<file path="config.mk">
export PLATFORM = sky130hd
export DESIGN_NAME = leg_pc_seq
export DESIGN_NICKNAME = d
export VERILOG_FILES = /design/src/rtl/leg_pkg.sv /design/src/rtl/leg_ret_stack.sv /design/src/rtl/leg_pc_seq.sv
export SDC_FILE = /design/constraint.sdc
export NUM_CORES = 1
export LEC_CHECK = 0
export CAP_MARGIN = 20
export CORE_AREA = 2 2 39 41
export CTS_CLUSTER_DIAMETER = 40
export DETAILED_ROUTE_END_ITERATION = 8
export DIE_AREA = 0 0 41 43
export DONT_BUFFER_PORTS = 1
export PLACE_DENSITY = 0.72
export SYNTH_ARGS = -nofsm -noshare
export SYNTH_HDL_FRONTEND = slang
export SYNTH_SLANG_ARGS = --single-unit
</file>
<file path="constraint.sdc">
create_clock -name clk -period 1.73 [get_ports clk]
set_input_delay 0.173 -clock clk [delete_from_list [all_inputs] [get_ports clk]]
set_output_delay 0.173 -clock clk [all_outputs]
set_load 0.005 [all_outputs]
</file>
<file path="src/rtl/leg_pkg.sv">
`default_nettype none
// ============================================================================
// Module      : leg_pkg
// Description : Shared constants, opcode classes and FSM state type for the
//               LEG program-counter sequencer.
// Revision    : 1.0 - initial release
// ============================================================================
package leg_pkg;

    // Opcode classes, compared against opcode[5:0]; bits [7:6] are the
    // immediate-mode bits and never take part in decode.
    localparam logic [5:0] COND_FIRST = 6'h20;
    localparam logic [5:0] COND_LAST  = 6'h25;
    localparam logic [5:0] CALL_OP    = 6'h30;
    localparam logic [5:0] RET_OP     = 6'h31;
    localparam logic [5:0] HALT_OP    = 6'h3F;

    // Sequential fetch advance; pc arithmetic wraps modulo 256.
    localparam logic [7:0] PC_STEP    = 8'd4;

    typedef enum logic [1:0] {
        ST_BOOT = 2'd0,
        ST_RUN  = 2'd1,
        ST_HALT = 2'd2
    } state_e;

    // True when the low six opcode bits fall in the conditional-branch range.
    function automatic logic is_cond_op(input logic [5:0] op);
        return (op >= COND_FIRST) && (op <= COND_LAST);
    endfunction

endpackage
`default_nettype wire

</file>
<file path="src/rtl/leg_ret_stack.sv">
`default_nettype none
// ============================================================================
// Module      : leg_ret_stack
// Description : Small LIFO return-address stack with full/empty status.
//               Pushes while full and pops while empty are ignored; the
//               caller is responsible for flagging those cases.
// Revision    : 1.0 - initial release
// ============================================================================
module leg_ret_stack #(
    parameter int DEPTH = 4,
    parameter int WIDTH = 8
) (
    input  logic             clk,
    input  logic             rst,
    input  logic             push_i,
    input  logic             pop_i,
    input  logic [WIDTH-1:0] data_i,
    output logic [WIDTH-1:0] top_o,
    output logic             full_o,
    output logic             empty_o
);
    localparam int CW = $clog2(DEPTH + 1);
    localparam int AW = $clog2(DEPTH);

    logic [WIDTH-1:0] mem_q [DEPTH];
    logic [CW-1:0]    cnt_q;
    logic [AW-1:0]    w_wr_idx;
    logic [AW-1:0]    w_rd_idx;

    assign full_o   = (cnt_q == CW'(DEPTH));
    assign empty_o  = (cnt_q == '0);
    assign w_wr_idx = AW'(cnt_q);
    assign w_rd_idx = AW'(cnt_q - CW'(1));
    assign top_o    = mem_q[w_rd_idx];

    // Entry storage and occupancy count; push has priority, never both at once.
    always_ff @(posedge clk or negedge rst) begin
        if (!rst) begin
            cnt_q <= '0;
            for (int i = 0; i < DEPTH; i++) begin
                mem_q[i] <= '0;
            end
        end else if (push_i && !full_o) begin
            mem_q[w_wr_idx] <= data_i;
            cnt_q           <= cnt_q + CW'(1);
        end else if (pop_i && !empty_o) begin
            cnt_q <= cnt_q - CW'(1);
        end
    end

endmodule
`default_nettype wire

</file>
<file path="src/rtl/leg_pc_seq.sv">
`default_nettype none
// ============================================================================
// Module      : leg_pc_seq
// Description : Program-counter sequencer: BOOT/RUN/HALT control, sequential
//               fetch, conditional branches and an optional 4-entry return
//               stack for CALL/RET.
//               Build option: define LEG_PC_CALL_STACK_EN to enable CALL/RET;
//               otherwise those opcodes step sequentially and stack_err is 0.
// Revision    : 1.0 - initial release
// ============================================================================
module leg_pc_seq
    import leg_pkg::*;
#(
    parameter int unsigned UUID = 0,
    parameter string       NAME = ""
) (
    input  logic       clk,
    input  logic       rst,
    input  logic       instr_valid,
    output logic       instr_ready,
    input  logic [7:0] opcode,
    input  logic [7:0] target,
    input  logic       cond_taken,
    input  logic       stall,
    output logic [7:0] pc,
    output logic       branch_taken,
    output logic       halted,
    output logic       stack_err
);
    state_e     state_q;
    logic [7:0] pc_q;
    logic       branch_q;
    logic       halted_q;

    logic       w_accept;
    logic [5:0] w_op;
    logic [7:0] w_pc_inc;
    logic       w_is_cond;
    logic       w_is_halt;

    assign instr_ready = (state_q == ST_RUN) && !stall;
    assign w_accept    = instr_valid && instr_ready;
    assign w_op        = opcode[5:0];
    assign w_pc_inc    = pc_q + PC_STEP;
    assign w_is_cond   = is_cond_op(w_op);
    assign w_is_halt   = (w_op == HALT_OP);

    assign pc           = pc_q;
    assign branch_taken = branch_q;
    assign halted       = halted_q;

`ifdef LEG_PC_CALL_STACK_EN
    logic       stack_err_q;
    logic       w_push;
    logic       w_pop;
    logic       w_full;
    logic       w_empty;
    logic [7:0] w_top;

    // Stack is only touched by accepted CALL/RET that it can service.
    assign w_push = w_accept && (w_op == CALL_OP) && !w_full;
    assign w_pop  = w_accept && (w_op == RET_OP)  && !w_empty;

    leg_ret_stack #(
        .DEPTH (4),
        .WIDTH (8)
    ) u_ret_stack (
        .clk     (clk),
        .rst     (rst),
        .push_i  (w_push),
        .pop_i   (w_pop),
        .data_i  (w_pc_inc),
        .top_o   (w_top),
        .full_o  (w_full),
        .empty_o (w_empty)
    );

    assign stack_err = stack_err_q;
`else
    assign stack_err = 1'b0;
`endif

    // Control FSM with registered pc, branch pulse, halt and error flags.
    always_ff @(posedge clk or negedge rst) begin
        if (!rst) begin
            state_q  <= ST_BOOT;
            pc_q     <= 8'h00;
            branch_q <= 1'b0;
            halted_q <= 1'b0;
`ifdef LEG_PC_CALL_STACK_EN
            stack_err_q <= 1'b0;
`endif
        end else begin
            branch_q <= 1'b0;
            case (state_q)
                ST_BOOT: state_q <= ST_RUN;
                ST_RUN: begin
                    if (w_accept) begin
                        if (w_is_halt) begin
                            state_q  <= ST_HALT;
                            halted_q <= 1'b1;
                        end else if (w_is_cond && cond_taken) begin
                            pc_q     <= target;
                            branch_q <= 1'b1;
                        end
`ifdef LEG_PC_CALL_STACK_EN
                        else if (w_op == CALL_OP) begin
                            // Jump is taken even when the return address is dropped.
                            pc_q     <= target;
                            branch_q <= 1'b1;
                            if (w_full) begin
                                stack_err_q <= 1'b1;
                            end
                        end else if (w_op == RET_OP) begin
                            if (w_empty) begin
                                pc_q        <= w_pc_inc;
                                stack_err_q <= 1'b1;
                            end else begin
                                pc_q     <= w_top;
                                branch_q <= 1'b1;
                            end
                        end
`endif
                        else begin
                            pc_q <= w_pc_inc;
                        end
                    end
                end
                ST_HALT: state_q <= ST_HALT;
                default: state_q <= ST_BOOT;
            endcase
        end
    end

endmodule
`default_nettype wire

</file>
==> flow_metrics.tcl <==
set metrics [dict create \
    worstSetupPathType "register to register" \
    initial_core_util 0.548 \
    worstPathRequired_ps 1890 \
    crit_fanout 4 \
    drcViolationCount 0 \
    cpPeakStageDelay_ps 380 \
    synth_seq_cells 12 \
    leakage_nw 0.413 \
    cts_max_path_buffers 2 \
    grt_usage 0.186 \
    via_per_inst 5.87 \
    die_h_um 43 \
    netlist_area_um2 758 \
    port_buffers 0 \
    min_to "pc[1]$_DFFE_PN0P_" \
    grt_pass1_vias 533 \
    fin_tns_setup_ps 0 \
    fin_nets 96 \
    slew_viol_final 0 \
    synth_compound_area_frac 0.173 \
    synth_top_family_by_area "compound AO/OA/AOI/OAI gates" \
    grt_max_degree 13 \
    tightest_slew_ps 540 \
    worstSetupEndpointType "register" \
    fin_ws_ps 220 \
    layout-drive-gt1-share 0.268 \
    die_w_um 41 \
    area_growth_pct 6.77 \
    yosysWarningCount 0 \
    grt_antenna_before_repair 0 \
    via_count 511 \
    maxCapViolations 0 \
    h-tree-depth 1 \
    regToRegEndpoint "pc[0]$_DFFE_PN0P_" \
    routedWlPerCell_um 14.6 \
    overflow 0 \
    synth.most_common_cell "dfrtp_1" \
    post-place-ws_ps 181 \
    ir_drop_mv 0.636 \
    r2r_start "state_q[1]$_DFFE_PN0P_" \
    hold_violations 0 \
    crit_path_start_kind "register" \
    status "finished, final reports clean" \
    hold_path_class "primary input to register" \
    insertion_delay_ps 280 \
    ant_nets 0 \
    place_area_um2 763 \
    dpl.hpwl_um 944 \
    dr.pass1.iters 4 \
    place.gp.congestion 0.712 \
    grt_setup_unrepaired "no" \
    async_flop_share 1.00 \
    min_period_ps 1510 \
    synth_edf_count 0 \
    routed_wl_um 1270 \
    path_cells "inv_1 > ha_1 > nand3b_4 > a31oi_4 > nand2b_4 > mux2_4" \
    core-area_um2 1380 \
    clkTransAtPathRegs_ps 70 \
    cts_sinks 12 \
    synthMuxAreaShare 0.135 \
    syn_inst 67 \
    hold-worst-slack_ps 46.3 \
    yosys.area.top_type "dfrtp_1" \
    yosys-top-cells-area "dfrtp_1 (40%), mux2i_1 (6.6%), ha_1 (5.0%)" \
    io_pins 33 \
    max_slew_margin 0.639 \
    placementRows 14 \
    hp-start "target[1]" \
    drt_iter0_markers 14 \
    postSynthAreaPerCell_um2 11.3 \
    cts_root_buffer "clkbuf_4" \
    cts_tree "yes" \
    reg2reg_depth 6 \
    skew_ps 7.56 \
    setup_viol 0 \
    synth-adder-area-share 0.0495 \
    slowest_stage "dfrtp_1" \
    synth_xor_area_frac 0 \
    post_cts.repair.setup_buffers 0 \
    yosys-top-cells-count "dfrtp_1 (12), inv_1 (6), mux2i_1 (5), nand2_1 (5), nand3_1 (4)" \
    num_antenna_cells 0 \
    syn_nets 91 \
    arrival_ps 1670 \
    holdPathStages 1 \
    ys_types 30 \
    fin_area_um2 810 \
    ys_seq_area_frac 0.396 \
    grt_pass1_wl_um 2200 \
    fmax_mhz 662 \
    die_area_um2 1760 \
    synthSimpleGateAreaFrac 0.172 \
    synthFlopType "dfrtp_1" \
    r2r_slack_ps 220 \
    fin_crit_sh 0.873 \
    cts_made_buffers 3 \
    synth_top_cell_area_share 0.396 \
    p_per_area_nw_per_um2 1230 \
]
## logic make-up after synthesis
group           after synthesis
compound gates               14
fa+ha+maj                     3
buf+inv                       9
flops                        12
mux                           9
other cells                   1
simple gates                 19
## final cells by class
class	instances	area, um^2
flip-flops and latches	12	300
inverters	6	22.5
multi-input cells	46	405
fillers	134	574
well taps	16	20.0
clock buffers	4	36.3
repair buffers	3	25.0
## metrics by stage
stage / cells / utilization / total power, mW
detailed placement: 82 / 0.552 / 0.775
CTS: 87 / 0.585 / 1.01
global route: 87 / 0.585 / 1.09
global placement: 82 / 0.552 / 0.755
floorplan: 67 / - / 0.713
finish: 87 / 0.585 / 0.996
## sequential cells by signal (all words and copies together), names as in the netlist
register	count
pc	8
state_q	2
branch_taken	1
halted	1
## critical path, delay by kind of cell (launching register included)
family | cells | cell delay, ps
and+or+nand+nor | 2 | 210
DFF | 1 | 380
AOI/OAI and AO/OA | 1 | 190
muxes | 1 | 300
buffers and inverters | 1 | 70
adders and majority gates | 1 | 240
## layer usage
metal | wire length (um) | GRT usage | vias up
met5 | 0 | 0 | -
met4 | 23 | 0.0800 | 0
met3 | 118 | 0.0733 | 5
met2 | 599 | 0.281 | 30
met1 | 528 | 0.225 | 231
li1 | - | - | 245
## cell usage in the layout (no fill, tap or decap), drive strengths merged, types with 2 or more instances in the layout
cell / Yosys / routed
dfrtp: 12 / 12
a21oi: 4 / 4
nand4: 2 / 2
inv: 6 / 6
ha: 3 / 3
clkbuf: 0 / 4
nand2: 5 / 5
o21ai: 2 / 2
buf: 3 / 2
mux2: 4 / 4
mux2i: 5 / 5
nand3b: 2 / 2
a2bb2oi: 3 / 3
nand3: 4 / 4
nor2: 2 / 2
## timing repair
item | CTS | global route
hold buffers | 1 | 0
endpoints found under the setup margin | 0 | 1
hold endpoints to repair | 12 | 0
gates resized for setup | 0 | 1
## report_power, final
part           internal, mW  switching (mW)
logic                 0.155           0.129
clock network         0.128          0.0981
registers             0.373           0.113
## worst max path at each step
stage / startpoint / to / cells past startpoint
finish: state_q[1]$_DFFE_PN0P_ / pc[0]$_DFFE_PN0P_ / 6
global route: state_q[1]$_DFFE_PN0P_ / pc[5]$_DFFE_PN0P_ / 6
CTS: state_q[1]$_DFFE_PN0P_ / pc[7]$_DFFE_PN0P_ / 6
detailed placement: state_q[1]$_DFFE_PN0P_ / pc[7]$_DFFE_PN0P_ / 6
global placement: state_q[1]$_DFFE_PN0P_ / pc[6]$_DFFE_PN0P_ / 6
floorplan: state_q[1]$_DFFE_PN0P_ / pc[0]$_DFFE_PN0P_ / 6
Note: power is estimated with default switching activity, not from simulation.
